$ cat config.mk
export PLATFORM = sky130hd
export DESIGN_NAME = data_mem_ctrl
export DESIGN_NICKNAME = d
export VERILOG_FILES = /design/src/rtl/data_mem_pkg.sv /design/src/rtl/data_mem_array.sv /design/src/rtl/data_mem_ctrl.sv
export SDC_FILE = /design/constraint.sdc
export NUM_CORES = 2
export LEC_CHECK = 0
export ABC_AREA = 1
export CELL_PAD_IN_SITES_DETAIL_PLACEMENT = 1
export CELL_PAD_IN_SITES_GLOBAL_PLACEMENT = 2
export CORE_ASPECT_RATIO = 0.8
export CORE_MARGIN = 3
export CORE_UTILIZATION = 44
export CTS_CLUSTER_DIAMETER = 40
export DETAILED_ROUTE_END_ITERATION = 12
export PLACE_DENSITY_LB_ADDON = 0.1
export SYNTH_ARGS = -nofsm -noshare
export SYNTH_HDL_FRONTEND = slang
export SYNTH_HIERARCHICAL = 1
export SYNTH_SLANG_ARGS = --single-unit
$ cat constraint.sdc
create_clock -name clk -period 5.4 [get_ports clk]
set_input_delay 0.54 -clock clk [delete_from_list [all_inputs] [get_ports clk]]
set_output_delay 0.54 -clock clk [all_outputs]
set_load 0.05 [all_outputs]
$ cat src/rtl/data_mem_pkg.sv
// Shared types and defaults for the data memory controller.
// State encoding and default geometry of the data store.
package data_mem_pkg;

  localparam int DATA_W_DEF = 8;
  localparam int ADDR_W_DEF = 8;
  localparam int DEPTH_DEF  = 256;

  typedef enum logic {
    ST_CLEAR,
    ST_READY
  } state_t;

endpackage

$ cat src/rtl/data_mem_array.sv
// DEPTH x DATA_W storage array.
// One synchronous write port and one registered read port.
module data_mem_array
  import data_mem_pkg::*;
#(
  parameter int DATA_W = DATA_W_DEF,
  parameter int ADDR_W = ADDR_W_DEF,
  parameter int DEPTH  = DEPTH_DEF
) (
  input  logic              clk,
  input  logic              we,
  input  logic [ADDR_W-1:0] waddr,
  input  logic [DATA_W-1:0] wdata,
  input  logic              re,
  input  logic [ADDR_W-1:0] raddr,
  output logic [DATA_W-1:0] rdata
);

  localparam int IW = (DEPTH > 1) ? $clog2(DEPTH) : 1;

  logic [DATA_W-1:0] mem [DEPTH];

  // Callers only enable a port for in-range addresses.
  always_ff @(posedge clk) begin
    if (we) begin
      mem[waddr[IW-1:0]] <= wdata;
    end
    if (re) begin
      rdata <= mem[raddr[IW-1:0]];
    end
  end

endmodule

$ cat src/rtl/data_mem_ctrl.sv
// Data memory controller: valid/ready requests, one-cycle responses,
// and a clear engine that walks the array after reset or on demand.
module data_mem_ctrl
  import data_mem_pkg::*;
#(
  parameter int DATA_W = DATA_W_DEF,
  parameter int ADDR_W = ADDR_W_DEF,
  parameter int DEPTH  = DEPTH_DEF,
  parameter logic [DATA_W-1:0] CLR_VAL = '0
) (
  input  logic              clk,
  input  logic              rst,
  input  logic              req_valid,
  output logic              req_ready,
  input  logic              req_write,
  input  logic [ADDR_W-1:0] req_addr,
  input  logic [DATA_W-1:0] req_wdata,
  input  logic              clear_req,
  output logic              rsp_valid,
  output logic [DATA_W-1:0] rsp_rdata,
  output logic              rsp_err,
  output logic              init_busy
);

  state_t            state;
  logic [ADDR_W-1:0] clear_ptr;
  logic              rdata_zero;
  logic [DATA_W-1:0] arr_rdata;

  logic              accept;
  logic              in_range;
  logic              clr_last;
  logic              we;
  logic              re;
  logic [ADDR_W-1:0] waddr;
  logic [DATA_W-1:0] wdata;

  assign req_ready = (state == ST_READY);
  assign init_busy = (state == ST_CLEAR);
  assign accept    = req_valid & req_ready;
  assign in_range  = 32'(req_addr) < 32'(DEPTH);
  assign clr_last  = clear_ptr == ADDR_W'(DEPTH - 1);

  // No request is accepted while clearing, so the port never collides.
  assign we    = init_busy | (accept & req_write & in_range);
  assign waddr = init_busy ? clear_ptr : req_addr;
  assign wdata = init_busy ? CLR_VAL : req_wdata;
  assign re    = accept & ~req_write & in_range;

  data_mem_array #(
    .DATA_W (DATA_W),
    .ADDR_W (ADDR_W),
    .DEPTH  (DEPTH)
  ) u_array (
    .clk   (clk),
    .we    (we),
    .waddr (waddr),
    .wdata (wdata),
    .re    (re),
    .raddr (req_addr),
    .rdata (arr_rdata)
  );

  always_ff @(posedge clk or posedge rst) begin
    if (rst) begin
      state      <= ST_CLEAR;
      clear_ptr  <= '0;
      rsp_valid  <= 1'b0;
      rsp_err    <= 1'b0;
      rdata_zero <= 1'b1;
    end else begin
      rsp_valid <= accept;
      rsp_err   <= accept & ~in_range;
      if (accept & ~req_write) begin
        rdata_zero <= ~in_range;
      end
      unique case (state)
        ST_CLEAR: begin
          if (clr_last) begin
            clear_ptr <= '0;
            state     <= ST_READY;
          end else begin
            clear_ptr <= clear_ptr + 1'b1;
          end
        end
        ST_READY: begin
          if (clear_req) begin
            state <= ST_CLEAR;
          end
        end
        default: state <= ST_CLEAR;
      endcase
    end
  end

  // Zero flag covers reset and out-of-range reads without resetting the array.
  assign rsp_rdata = rdata_zero ? '0 : arr_rdata;

endmodule

# Yosys cells after proc, flatten, opt, wreduce, memory -nomap -nowiden
# Memory sizes are Yosys's and may differ from the RTL's. A register that Yosys moved wholly into a read port is not among the register bits.
# Cells that the tools add are included.
op_classes:
  addsub: 1
  n_bitwise: 6
  mux: 9
  n_eq_ne: 1
ops:
  columns: ["op", "n"]
  rows:
  - ["$mux 8", 4]
  - ["$add 8x1->8 const B", 1]
  - ["$eq 8x8->1 const B", 1]
  - ["$mux 1", 4]
  - ["$and 1x1->1", 3]
  - ["$not 1->1", 2]
  - ["$pmux 1 s2", 1]
  - ["$or 1x1->1", 1]
word_totals:
  mem_count: 1
  input_bits: 21
  register_bits: 11
  elab_cells: 22
  output_inout_bits: 12
  ramBits: 2048
mem_list:
  columns: ["name", "depth", "width", "read_ports", "rd_ports_with_merged_regs", "write_ports", "line", "rtl"]
  rows:
  - ["u_array.mem", 256, 8, 1, 1, 1, "data_mem_array.sv:21", "logic [DATA_W-1:0] mem [DEPTH];"]

# Depth between registers and ports, before layout
logic_depth:
  ltp_word: 5
  depth_mapped: 15
  ltp_nobuf: 11

# By module
# The synthesis kept the hierarchy.
by_module_without_submodules:
  columns: ["module", "cells_per_inst", "seq_area_each_um2", "area_per_inst_um2", "n_inst"]
  rows:
  - ["data_mem_array", 7003, 61739.2, 83476.3, 1]
  - ["data_mem_ctrl", 125, 276.5, 778.2, 1]

# Worst setup path before layout
# No wires, ideal clock.
synth_timing:
  path_kind: "register -> register"
  from: "reg state (netlist: req_ready)"
  to: "mem u_array/mem[0][0] (netlist name) (data pin)"
  setup_ns: 0.774
  arrival_time_ns: 3.796
  period_less_slack_ns: 4.570
  n_path_buf: 2
  path_stages_with_launch: 5
  t_required_ns: 4.626
  setup_slack_ns: 0.830
  cell_sequence: "dfrtp_1 -> buf_6 -> buf_2 -> nand2_1 -> inv_1"
synth_via:
  elab_chain_cells: 1
synth_lines:
  columns: ["element", "line", "rtl"]
  rows:
  - ["start: declaration", "data_mem_ctrl.sv:25", "state_t state;"]
  - ["start signal: assignment", "data_mem_ctrl.sv:66", "state <= ST_CLEAR;"]
  - ["start signal: assignment", "data_mem_ctrl.sv:81", "state <= ST_READY;"]
  - ["start signal: assignment", "data_mem_ctrl.sv:88", "state <= ST_CLEAR;"]
  - ["$mux 8", "data_mem_ctrl.sv:47", "assign wdata = init_busy ? CLR_VAL : req_wdata;"]
  - ["net wdata[0]", "data_mem_ctrl.sv:36", "logic [DATA_W-1:0] wdata;"]
  - ["end: declaration", "data_mem_array.sv:21", null]
# The timed path passes the listed nets, and every way through them passes these cells.

# Worst setup path after layout
layout_timing:
  from: "reg state (netlist: req_ready)"
  to: "mem u_array/mem[60][1] (netlist name) (enable)"
layout_via:
  word_cells_on_any_way: 7
  classes_between: "mux: 3; bitwise: 4"
layout_lines:
  columns: ["element", "line", "rtl"]
  rows:
  - ["$mux 8", "data_mem_ctrl.sv:46", "assign waddr = init_busy ? clear_ptr : req_addr;"]
  - ["net waddr[3]", "data_mem_ctrl.sv:35", "logic [ADDR_W-1:0] waddr;"]
# The timed path passes the listed nets, and every way through them passes these cells.

==> impl_metrics.yaml <==
sta:
  finalClockSkew_ps: 44.0
  grt_setup_unrepaired: "no"
  fin_ws_ps: 1320
  maxSlewViolCount: 0
  tightest_slew_ps: 1420
  finalCriticalPeriod_ps: 4080
  finalCritPeriodShare_pct: 75.5
  final-hold-violation-count: 0
  setup_viol: 0
  fin_setup_tns_ps: 0
  slew_headroom_pct: 5.20
  max_freq_ghz: 0.245
pwr:
  power_density_nw_per_um2: 411
  leakage_nw: 34.1
  p_sw_w: 0.00975
  sw_frac_of_total_pct: 24.7
  power_frac_seq_pct: 45.2
  p_clk_share_pct: 46.9
  peakVddDrop_mv: 0.467
  internal_power_w: 0.0298
  pwr-share-comb_pct: 7.9
run_status:
  status: "complete, no violations"
floorplan:
  die_h_um: 397
  row_count: 142
  dieArea_sq_um: 197000
  start_util_pct: 44.6
  die_w_um: 495
  core_area_sq_um: 189000
  ios: 33
yosys:
  post_synth_num_cell_types: 26
  synth-seq-cells: 2067
  async_reset_ff_share_pct: 0.532
  synth.area.top_cells: "edfxtp_1 (73%), nand3_1 (12%), nand2_1 (9.6%)"
  syn-instance-count: 7128
  synth_top_area_share_pct: 73.3
  yosys_warnings: 6
  synth_top_flop_cell: "edfxtp_1"
  synthTopCellsByCount: "nand2_1 (2164), edfxtp_1 (2056), nand3_1 (2022)"
  yosysMostFrequentCell: "nand2_1"
  syn_area_sq_um: 84300
  synth-edff-count: 2056
  synth_nets: 7150
  syn_area_per_cell_sq_um: 11.8
  ys_seq_area_share_pct: 73.6
  synth_top_area_cell: "edfxtp_1"
layout:
  area_delta_synth_final_pct: 14.0
  layout-drive-gt1-share_pct: 8.22
  layoutNonFillerInstCount: 9818
  nets: 7118
place:
  dp_hpwl_um: 154000
  gp_congestion: 0.816
  dp.cells: 9322
  portBuffers: 31
  dpl_worst_slack_ps: 1300
detailed_routing:
  via_count: 56700
  drt-pass1-iter-count: 5
  drt_wl_total_um: 270000
  drtIter0Drc: 6039
  drt-vias-per-instance: 5.78
  wl_per_cell_um: 27.5
  antenna_left: 0
  drc_errors: 0
flow_run:
  max_cap_viol_count: 0
global_routing:
  overflow: 0
  grt_max_degree: 185
  grt_antenna_before_repair: 23
  grt_pass1_wl_um: 394000
  grt_usage_pct: 27.2
  grt_pass1_vias: 56600
worst_setup_path:
  worstPathRequired_ps: 5910
  cp_max_fo: 16
  cp-end-kind: "flip-flop"
  crit_arrival_ps: 4580
  crit_type: "flip-flop to flip-flop"
  crit_path_start_kind: "flip-flop"
cts:
  h-tree-depth: 5
  tritoncts: "built"
  cts.sink_count: 2067
  numCtsBuffers: 291
  post_cts_buffers: 0
  clk_latency_ps: 900
  clock_path_buffers: 4
  clkTransAtPathRegs_ps: 60
  root_buffer: "clkbuf_16"
min_path:
  hp-class: "input pin to flip-flop"
## power groups by stage
stage / Sequential, W / Combinational [W] / Clock (W)
after floorplan: 0.0181 / 0.00165 / 0
after global placement: 0.0182 / 0.00310 / 0
after detailed placement: 0.0182 / 0.00311 / 0
after CTS: 0.0178 / 0.00313 / 0.0189
after global routing: 0.0179 / 0.00334 / 0.0195
final: 0.0178 / 0.00314 / 0.0185
## cell type report
| cell class | count | area, sq um |
|---|---|---|
| antenna | 1 | 2.50 |
| timing repair buffer | 164 | 1710 |
| clock buffer | 328 | 7510 |
| tap | 2520 | 3150 |
| inverter | 66 | 345 |
| multi-input combinational | 4506 | 19500 |
| sequential | 2067 | 62000 |
| fill | 19200 | 92800 |
| clock inverter | 166 | 1800 |
## path summary, 6_finish.rpt
check | from | endpoint | slack, ps | cells after the start
worst max register to register | req_ready | u_array/mem[60][1] | 1320 | 7
min in group asynchronous | rst | clear_ptr[0] | 590 | 3
max in group asynchronous | rst | clear_ptr[1] | 4390 | 3
worst min register to register | rdata_zero | rdata_zero | 510 | 2
worst min-delay path | req_valid | rsp_valid | 270 | 3
worst max-delay path | req_ready | u_array/mem[60][1] | 1320 | 7
## logic make-up after synthesis
| kind of cell | share of synthesized area [%] |
|---|---|
| AO/OA/AOI/OAI | 0.0416 |
| XOR/XNOR | 0.0208 |
| adder cells (fa/ha/maj) | 0.0148 |
| buffers and inverters | 3.26 |
| flip-flops | 73.6 |
| other | 0.00445 |
| AND/OR/NAND/NOR | 23.1 |
## through the flow
step	hold slack, ps	util, %	total power, W	cell area (sq um)
5_1_grt	250	50.9	0.0407	96100
4_1_cts	205	50.9	0.0398	96100
6_report	269	50.9	0.0395	96100
3_3_place_gp	486	45.9	0.0213	86700
3_5_place_dp	498	45.9	0.0213	86700
2_1_floorplan	392	-	0.0198	84300
## critical path, cell delays in order, from the launching register on
cell	delay, ps
dfrtp_1	570
buf_4	300
o21ai_0	600
nand2_1	240
nor2_1	240
nand2_2	590
buf_4	430
nor2_1	720
## layout by cell type, fill, tap and decap left out, types with 10 or more instances in the layout
cell type,n
inv_6,29
nand2_1,2150
inv_1,51
nand2_2,14
clkinv_4,27
dfrtp_1,10
clkdlybuf4s50_1,25
buf_4,102
buf_12,31
bufinv_16,28
clkinv_1,32
nor2_1,302
inv_8,17
clkinv_2,29
clkbuf_16,295
edfxtp_1,2056
clkinvlp_4,15
nand3_1,2022
clkbuf_1,33
## repair_timing
action / CTS / global route
gates resized for setup: 0 / 0
hold endpoints to repair: 8 / 0
hold buffers: 1 / 0
## metal layers
metal,up-vias,global-route usage (%),share of wire (%)
li1,25200,-,-
met1,29200,41.9,46
met2,1896,40.8,45
met3,373,4.41,7.2
met4,4,5.73,2.0
met5,-,0,0.012
## state kept, by name, indices dropped and copies added, names as in the netlist
signal and cells:
u_array/rdata 8, u_array/mem 2048, rdata_zero 1, req_ready 1
clear_ptr 8, rsp_valid 1
Note: power is estimated with default switching activity, not from simulation.
